===== src/rtl/dmem_master.sv =====
// Data-memory initiator: turns one load/store/fill/block-read command into a
// burst of 1..16 single-cycle memory accesses and returns read words with a strobe.
module dmem_master #(
    parameter int AW = 8,
    parameter int DW = 16,
    parameter int LW = 4
) (
    input  logic          clk,
    input  logic          rst_n,
    input  logic          start,
    input  logic          wr,
    input  logic [AW-1:0] addr,
    input  logic [LW-1:0] len,
    input  logic [DW-1:0] wdata,
    output logic          busy,
    output logic          done,
    output logic [DW-1:0] rdata,
    output logic          rvalid,
    output logic [AW-1:0] raddr,
    output logic          cs,
    output logic          we,
    output logic          Outenab,
    output logic [AW-1:0] Address,
    output logic [DW-1:0] data_in,
    input  logic [DW-1:0] Dio
);

    typedef enum logic [1:0] {IDLE, RD, WR, DONE} state_t;

    state_t        state, state_nxt;
    logic [AW-1:0] cur_addr, addr_nxt;
    logic [LW-1:0] count, count_nxt;
    logic [LW-1:0] len_q, len_nxt;
    logic [DW-1:0] wdata_q, wdata_nxt;

    always_ff @(posedge clk or negedge rst_n) begin
        if (!rst_n) begin
            state    <= IDLE;
            cur_addr <= '0;
            count    <= '0;
            len_q    <= '0;
            wdata_q  <= '0;
            rdata    <= '0;
            raddr    <= '0;
            rvalid   <= 1'b0;
        end else begin
            state    <= state_nxt;
            cur_addr <= addr_nxt;
            count    <= count_nxt;
            len_q    <= len_nxt;
            wdata_q  <= wdata_nxt;
            rvalid   <= (state == RD);
            // Dio is valid combinationally during RD, so capture it at the closing edge
            if (state == RD) begin
                rdata <= Dio;
                raddr <= cur_addr;
            end
        end
    end

    always_comb begin
        state_nxt = state;
        addr_nxt  = cur_addr;
        count_nxt = count;
        len_nxt   = len_q;
        wdata_nxt = wdata_q;
        case (state)
            IDLE: begin
                if (start) begin
                    addr_nxt  = addr;
                    len_nxt   = len;
                    wdata_nxt = wdata;
                    count_nxt = '0;
                    state_nxt = wr ? WR : RD;
                end
            end
            RD, WR: begin
                if (count == len_q) begin
                    state_nxt = DONE;
                end else begin
                    addr_nxt  = cur_addr + AW'(1);
                    count_nxt = count + LW'(1);
                end
            end
            DONE:    state_nxt = IDLE;
            default: state_nxt = IDLE;
        endcase
    end

    // Strobes decode straight from the state register, so reset clears them at once
    assign cs      = (state == RD) || (state == WR);
    assign we      = (state == WR);
    assign Outenab = (state == RD);
    assign busy    = cs;
    assign done    = (state == DONE);
    assign Address = cur_addr;
    assign data_in = wdata_q;

endmodule

===== config.mk =====
export PLATFORM = sky130hd
export DESIGN_NAME = dmem_master
export DESIGN_NICKNAME = d
export VERILOG_FILES = /design/src/rtl/dmem_master.sv
export SDC_FILE = /design/constraint.sdc
export NUM_CORES = 1
export LEC_CHECK = 0
export BUFFER_PORTS_ARGS = -buffer_cell sky130_fd_sc_hd__buf_4
export CORE_MARGIN = 2
export CORE_UTILIZATION = 49
export DETAILED_ROUTE_END_ITERATION = 10
export HOLD_SLACK_MARGIN = 0.02
export PLACE_DENSITY = 0.79
export SLEW_MARGIN = 30
export SYNTH_ARGS = -nofsm -noshare
export SYNTH_HDL_FRONTEND = slang
export SYNTH_SLANG_ARGS = --single-unit

===== constraint.sdc =====
create_clock -name clk -period 2.9 [get_ports clk]
set_input_delay 0.29 -clock clk [delete_from_list [all_inputs] [get_ports clk]]
set_output_delay 0.29 -clock clk [all_outputs]
set_load 0.03 [all_outputs]

==> implementation parameters, run 1 <==
Parameter                              Value

Status
  Run status ... complete, no violations

Synthesis
  Most frequent cells after synthesis ... sky130_fd_sc_hd__dfrtp_1, sky130_fd_sc_hd__mux2_2, sky130_fd_sc_hd__clkbuf_1
  Post-Syn Area ... 2770 µm²
  Proportion of synthesized chip area in sequential cells ... 53.30%
  Yosys warning total ... 0
  Mapped Nets ... 279
  Yosys top cell by area ... sky130_fd_sc_hd__dfrtp_1
  Post-synthesis cell type count ... 44
  Portion of synthesized cell area occupied by the leading cell type ... 53.30%
  Top_reg_cell synth ... sky130_fd_sc_hd__dfrtp_1
  Post-Synthesis Cells ... 223
  Asr flop ratio synth ... 100.0%
  Ranking of synthesized cells by area ... sky130_fd_sc_hd__dfrtp_1, sky130_fd_sc_hd__mux2_2, sky130_fd_sc_hd__ha_1, sky130_fd_sc_hd__mux2i_1, sky130_fd_sc_hd__clkbuf_1
  Post-synth EDFFs ... 0
  Most used standard cell by instance count after synthesis ... sky130_fd_sc_hd__dfrtp_1
  Synthesized area divided by synthesized cell count ... 12.42 µm²
  Flops & latches, synth ... 59

Detailed routing
  Average wire per standard cell ... 15.84 µm
  Count of unresolved DRC violations after routing ... 0
  Via count ... 2195
  Antenna violation net count after detailed routing ... 0
  Number of violations reported at the end of detailed-routing iteration 0 ... 128
  Number of iterations in the first detailed-routing pass ... 4
  Avg Vias per Cell ... 5.460
  Routed Wire Length ... 6.367 mm

Final layout
  Total area of multi-input combinational cells ... 1204 µm²
  Diode insertion count for antenna repair ... 0
  Final design area excluding fillers ... 3780 µm²
  Relative area change from synthesis to final layout ... 36.45%
  Count of nets after finishing ... 382
  Fill count ... 436
  Non-filler cells in the finished layout ... 402
  Footprint of the flip-flops and latches ... 1476 µm²
  Proportion of layout cells with a drive suffix above 1 ... 50.61%

Timing
  Largest clock skew in the final design ... 0.007980 ns
  Upper clock frequency limit ... 469.9 MHz
  Setup ws final ... 0.7719 ns
  Total negative slack for setup checks ... 0 ns
  Period utilization ... 73.38%
  Clock period minus worst slack ... 2.128 ns
  Pins Over Slew Limit ... 0
  Unrepaired setup endpoints after global routing ... false
  Setup violations, final ... 0
  Actual transition at the worst max-transition pin ... 0.7646 ns
  Number of hold violations in the final report ... 0
  Remaining max-slew budget at the tightest pin ... 48.60%

Clock network
  Postcts setup bufs ... 0
  CTS Buf Count ... 9
  PostCTS Resize Cnt ... 0
  Clock tree from TritonCTS ... done
  Clk buf depth ... 2
  Insertion delay to the later sink of the worst-skew pair ... 0.33 ns
  # clock sinks ... 59
  Clk pin slew, worst setup/hold paths ... 0.07 ns
  CTS Hold Bufs ... 0
  Root buffer cell ... sky130_fd_sc_hd__clkbuf_8
  CTS H-Tree Depth ... 3

Floorplanning
  Die span in y ... 79.19 µm
  Width of the die ... 79.19 µm
  Placeable core area ... 5473 µm²
  Number of rows created at floorplan ... 27
  Number of top-level pins ... 102
  Die area ... 6271 µm²
  Initial Utilization ... 50.62%

Worst setup path
  R2r worst-path depth ... 7
  Startpoint of the lowest-slack register-to-register path ... state[0]
  Startpoint-to-endpoint class of the critical path ... reg -> reg
  Nature of the critical path startpoint ... flop
  Worst EP arrival ... 2.38 ns
  R2r endpoint ... Address[0]
  Worst R2R Setup Slack ... 0.77 ns
  Largest driver fanout on the critical path ... 16
  Required arrival time at the worst endpoint ... 3.15 ns
  Endpoint type of the worst setup path ... flop

Power and ir drop
  PnR Total Power ... 5.397 mW
  Leakage power summed over all cells ... 1.815 nW
  Part of the total power dissipated in combinational logic ... 57.4%
  Cell-internal power ... 2.967 mW
  Cell Pwr Density ... 1428 nW/µm²
  Share of power burned in the clock network ... 13.5%
  Sequential share of power ... 29.1%
  Proportion of total power due to net switching ... 45.02%
  Switching Power ... 2.430 mW
  Peak ir drop on the vdd network ... 0.0008752 V

Global route
  Met1 GRT Util ... 25.97%
  Layer carrying the most global-route usage ... met2
  Congestion Overflow GR ... 0
  Global-route wire length before repair ... 10.17 mm
  Number of antenna violations at the first check in global routing ... 0
  Via count of the first global-routing pass ... 2233
  Met2 layer usage reported by global route ... 34.32%
  Overall global routing resource usage ... 21.22%
  M3 GR Usage ... 7.500%
  Pin count of the biggest net entering global routing ... 60

Placed design
  Placed cell areas ... 3588 µm²
  Pre-CTS setup slack ... 0.8267 ns
  Count of input and output buffers ... 101
  Post-detailed-placement half-perimeter wirelength ... 4.490 mm
  Routability cong. ... 0.8326
  # placed instances ... 387

Run
  Max-capacitance violation count ... 0

Worst hold path
  Worst hold-check path type ... in -> async
==> placed cells by master (no fill, tap or decap), drive strengths merged, types with 5 or more instances in the layout <==
| cell type | instances |
|---|---|
| buf | 105 |
| dfrtp | 59 |
| mux2 | 44 |
| nand2 | 10 |
| clkbuf | 10 |
| ha | 8 |
| inv | 7 |
| mux2i | 6 |
| a21oi | 6 |
| nor2 | 5 |
| nor3 | 5 |
| clkinv | 5 |
==> worst max path at each step <==
stage	cells past startpoint	startpoint	to	slack, ns
4_1_cts	7	state[0]	Address[0]	0.79
6_report	7	state[0]	Address[0]	0.77
5_1_grt	6	state[0]	Address[6]	0.64
3_3_place_gp	7	state[0]	Address[0]	0.94
3_5_place_dp	7	state[0]	Address[0]	0.83
2_1_floorplan	7	state[0]	Address[2]	0.86
==> critical path, stage by stage (launching register included) <==
cell                       delay (ns)
sky130_fd_sc_hd__dfrtp_1         0.42
sky130_fd_sc_hd__inv_1           0.11
sky130_fd_sc_hd__ha_1            0.46
sky130_fd_sc_hd__buf_4           0.26
sky130_fd_sc_hd__nand2b_1        0.21
sky130_fd_sc_hd__o22ai_1         0.10
sky130_fd_sc_hd__a221o_1         0.35
sky130_fd_sc_hd__a21oi_1         0.12
==> layer usage <==
metal / wire [µm] / vias up
met4: 110 / 0
met3: 587 / 9
li1: - / 1025
met2: 3098 / 118
met1: 2570 / 1043
met5: 0 / -
==> stage by stage <==
stage	hold slack (ns)	utilization [%]
after floorplan	-0.005591	-
after global placement	0.4085	65.57
after detailed placement	0.4047	65.57
after CTS	0.04837	69.07
after global routing	0.07445	69.07
final	0.01511	69.07
==> final cells by class <==
class,count,area share [%]
clock buffers,10,3.641
clock inverters,5,1.423
inverters,8,0.7944
multi-input cells,143,31.84
flip-flops and latches,59,39.06
well taps,72,2.383
repair buffers,105,20.85
==> flip-flops by register name, indices dropped and copies added, names as in the netlist <==
register / flops
rvalid: 1
rdata: 16
data_in: 16
state: 2
count: 4
Address: 8
raddr: 8
len_q: 4
==> cell families after synthesis <==
group           after synthesis  synth area share, %
mux                          50                20.05
simple gates                 46                9.214
xor+xnor                      4                1.265
fa+ha+maj                     8                3.614
flops                        59                53.30
compound gates               35                9.305
buf+inv                      21                3.252
==> power by group through the flow <==
| stage | logic, mW | registers (mW) | clock network (mW) |
|---|---|---|---|
| final | 3.10 | 1.57 | 0.729 |
| after global routing | 3.31 | 1.63 | 0.792 |
| after CTS | 3.11 | 1.57 | 0.745 |
| after detailed placement | 3.09 | 1.59 | 0 |
| after global placement | 3.04 | 1.57 | 0 |
| after floorplan | 1.46 | 2.19 | 0 |
No activity file was read; power rests on OpenSTA's default activity.
==> run 2, diff against run 1 <==
==> constraint.sdc (replaced) <==
create_clock -name clk -period 2 [get_ports clk]
set_input_delay 0.2 -clock clk [delete_from_list [all_inputs] [get_ports clk]]
set_output_delay 0.2 -clock clk [all_outputs]
set_load 0.03 [all_outputs]
==> run 2 against run 1 <==
Against the previous run: routed wire length increased by 2.5%; hold slack improved by 0.082 ns; largest power group unchanged; highest routed layer unchanged; clock skew increased by 0.0065 ns; power increased by 50%; cell count increased by 2.5%; sequential power increased by 42%; die area unchanged; global-route usage increased by 0.44 points; register-to-register slack got worse by 0.66 ns.
==> implementation parameters, run 2 (synthesis results as in run 1) <==
Parameter                              Value

Timing
  Unrepaired setup endpoints after global routing ... false (unchanged)
  Number of hold violations in the final report ... 0 (unchanged)
  Pins Over Slew Limit ... 0 (unchanged)
  Remaining max-slew budget at the tightest pin ... 51.70% (was 48.60%)
  Setup violations, final ... 0 (unchanged)
  Clock period minus worst slack ... 1.887 ns (was 2.128 ns)
  Actual transition at the worst max-transition pin ... 0.7245 ns (was 0.7646 ns)
  Period utilization ... 94.33% (was 73.38%)
  Upper clock frequency limit ... 530.0 MHz (was 469.9 MHz)
  Largest clock skew in the final design ... 0.01448 ns (was 0.007980 ns)
  Total negative slack for setup checks ... 0 ns (unchanged)

Worst setup path
  Required arrival time at the worst endpoint ... 2.23 ns (was 3.15 ns)
  Startpoint-to-endpoint class of the critical path ... reg -> reg (unchanged)
  Worst EP arrival ... 2.11 ns (was 2.38 ns)
  R2r endpoint ... Address[7] (was Address[0])
  Nature of the critical path startpoint ... flop (unchanged)
  Startpoint of the lowest-slack register-to-register path ... count[1] (was state[0])
  Largest driver fanout on the critical path ... 9 (was 16)
  Endpoint type of the worst setup path ... flop (unchanged)
  R2r worst-path depth ... 4 (was 7)
  Worst R2R Setup Slack ... 0.11 ns (was 0.77 ns)

Worst hold path
  Worst hold-check path type ... in -> reg (was in -> async)
  Hold path startpoint ... Dio[7]
  Terminating pin of the worst hold path ... rdata[7]
  Hold Crit Depth ... 2

Power and ir drop
  Switching Power ... 3.631 mW (was 2.430 mW)
  Cell Pwr Density ... 2076 nW/µm² (was 1428 nW/µm²)
  Peak ir drop on the vdd network ... 0.001178 V (was 0.0008752 V)
  Proportion of total power due to net switching ... 44.80% (was 45.02%)
  Part of the total power dissipated in combinational logic ... 59.0% (was 57.4%)
  Share of power burned in the clock network ... 13.5% (about the same)
  Leakage power summed over all cells ... 1.856 nW (was 1.815 nW)
  Cell-internal power ... 4.474 mW (was 2.967 mW)
  Sequential share of power ... 27.5% (was 29.1%)

Run
  Max-capacitance violation count ... 0 (unchanged)

Clock network
  Root buffer cell ... sky130_fd_sc_hd__clkbuf_8 (unchanged)
  Clock tree from TritonCTS ... done (unchanged)
  Clk buf depth ... 2 (unchanged)
  CTS Buf Count ... 9 (unchanged)
  # clock sinks ... 59 (unchanged)
  Clk pin slew, worst setup/hold paths ... 0.08 ns (was 0.07 ns)
  Insertion delay to the later sink of the worst-skew pair ... 0.34 ns (was 0.33 ns)
  CTS H-Tree Depth ... 3 (unchanged)

Floorplanning
  Die area ... 6271 µm² (unchanged)
  Die span in y ... 79.19 µm (unchanged)
  Number of rows created at floorplan ... 27 (unchanged)
  Placeable core area ... 5473 µm² (unchanged)
  Initial Utilization ... 50.62% (unchanged)
  Width of the die ... 79.19 µm (unchanged)
  Number of top-level pins ... 102 (unchanged)

Final layout
  Relative area change from synthesis to final layout ... 40.92% (was 36.45%)
  Most frequent cells in the layout ... sky130_fd_sc_hd__buf_4, sky130_fd_sc_hd__dfrtp_1, sky130_fd_sc_hd__mux2_2 (unchanged)
  Most common cell after layout, fill and taps aside ... sky130_fd_sc_hd__buf_4 (unchanged)
  Count of nets after finishing ... 391 (was 382)
  Non-filler cells in the finished layout ... 412 (was 402)
  Proportion of layout cells with a drive suffix above 1 ... 53.53% (was 50.61%)
  Diode insertion count for antenna repair ... 0 (unchanged)

Placed design
  Routability cong. ... 0.8512 (was 0.8326)
  Count of input and output buffers ... 101 (unchanged)
  Post-detailed-placement half-perimeter wirelength ... 4.678 mm (was 4.490 mm)
  # placed instances ... 395 (was 387)

Global route
  Overall global routing resource usage ... 21.66% (was 21.22%)
  Global-route wire length before repair ... 10.43 mm (was 10.17 mm)
  Via count of the first global-routing pass ... 2262 (was 2233)
  Congestion Overflow GR ... 0 (unchanged)
  Number of antenna violations at the first check in global routing ... 0 (unchanged)
  Pin count of the biggest net entering global routing ... 60 (unchanged)

Detailed routing
  Via count ... 2217 (was 2195)
  Avg Vias per Cell ... 5.381 (was 5.460)
  Number of iterations in the first detailed-routing pass ... 4 (unchanged)
  Number of violations reported at the end of detailed-routing iteration 0 ... 88 (was 128)
  Routed Wire Length ... 6.523 mm (was 6.367 mm)
  Count of unresolved DRC violations after routing ... 0 (unchanged)
  Average wire per standard cell ... 15.83 µm (was 15.84 µm)
  Antenna violation net count after detailed routing ... 0 (unchanged)

Status
  Run status ... complete, no violations (unchanged)
[run 2: cell count changes in the layout (fill, tap and decap cells not counted), moves of 2 or more]
cell	change
sky130_fd_sc_hd__buf_4	+8
sky130_fd_sc_hd__clkinvlp_4	+2
sky130_fd_sc_hd__xor2_1	-3
sky130_fd_sc_hd__xor2_2	+3
[run 2: worst max path at each step]
stage | from | endpoint
after global placement | count[0] | Address[7]
after floorplan | state[0] | Address[2]
after global routing | count[1] | Address[7]
after CTS | count[0] | Address[7]
final | count[1] | Address[7]
after detailed placement | count[0] | Address[7]
[run 2: repair_timing]
| item | in CTS | in global routing |
|---|---|---|
| setup endpoints to repair | 0 | 5 |
| setup buffers | 0 | 0 |
| hold buffers | 1 | 0 |
| gates resized for setup | 0 | 5 |
| hold endpoints to repair | 59 | 0 |
[run 2: layout make-up]
cell class              count  area, µm²
fillers                   413       1569
clock inverters             6      63.81
flip-flops and latches     59       1476
well taps                  72      90.09
clock buffers              10      137.6
repair buffers            114      858.3
multi-input cells         143       1247
inverters                   8      30.03
[run 2: routing by layer]
metal  share of wire [%]  GRT usage [%]  up-vias  wire [µm]
met1                  41          26.22     1095       2697
met5                   0              0        -          0
met4                 1.4          8.448        0         91
li1                    -              -     1038          -
met2                  50          35.59       75       3252
met3                 7.4          7.500        9        481
[run 2: worst max-delay path, stage by stage (launching register included)]
cell and delay, ns:
sky130_fd_sc_hd__dfrtp_1 0.43, sky130_fd_sc_hd__xor2_1 0.33, sky130_fd_sc_hd__nor4_4 0.14, sky130_fd_sc_hd__or4_1 0.50, sky130_fd_sc_hd__a311o_1 0.37
[run 2: through the flow]
stage | util [%] | power, mW | area [µm²] | setup slack (ns) | hold slack, ns
3_3_place_gp | 66.78 | 6.839 | 3655 | 0.1109 | 0.3149
3_5_place_dp | 66.78 | 6.969 | 3655 | 0.008007 | 0.3102
6_report | 71.33 | 8.106 | 3904 | 0.1133 | 0.09677
2_1_floorplan | - | 5.321 | 2776 | 0.006611 | -0.09559
5_1_grt | 71.33 | 8.603 | 3904 | 0.009556 | 0.07272
4_1_cts | 70.64 | 8.087 | 3866 | 0.007419 | 0.08211
[run 2: power by group through the flow]
stage               clock [mW]  combinational [mW]  sequential, mW
detailed placement           0                4.74            2.23
global placement             0                4.64            2.19
floorplan                    0                2.14            3.18
finish                    1.10                4.78            2.23
global route              1.19                5.11            2.31
CTS                       1.12                4.75            2.21
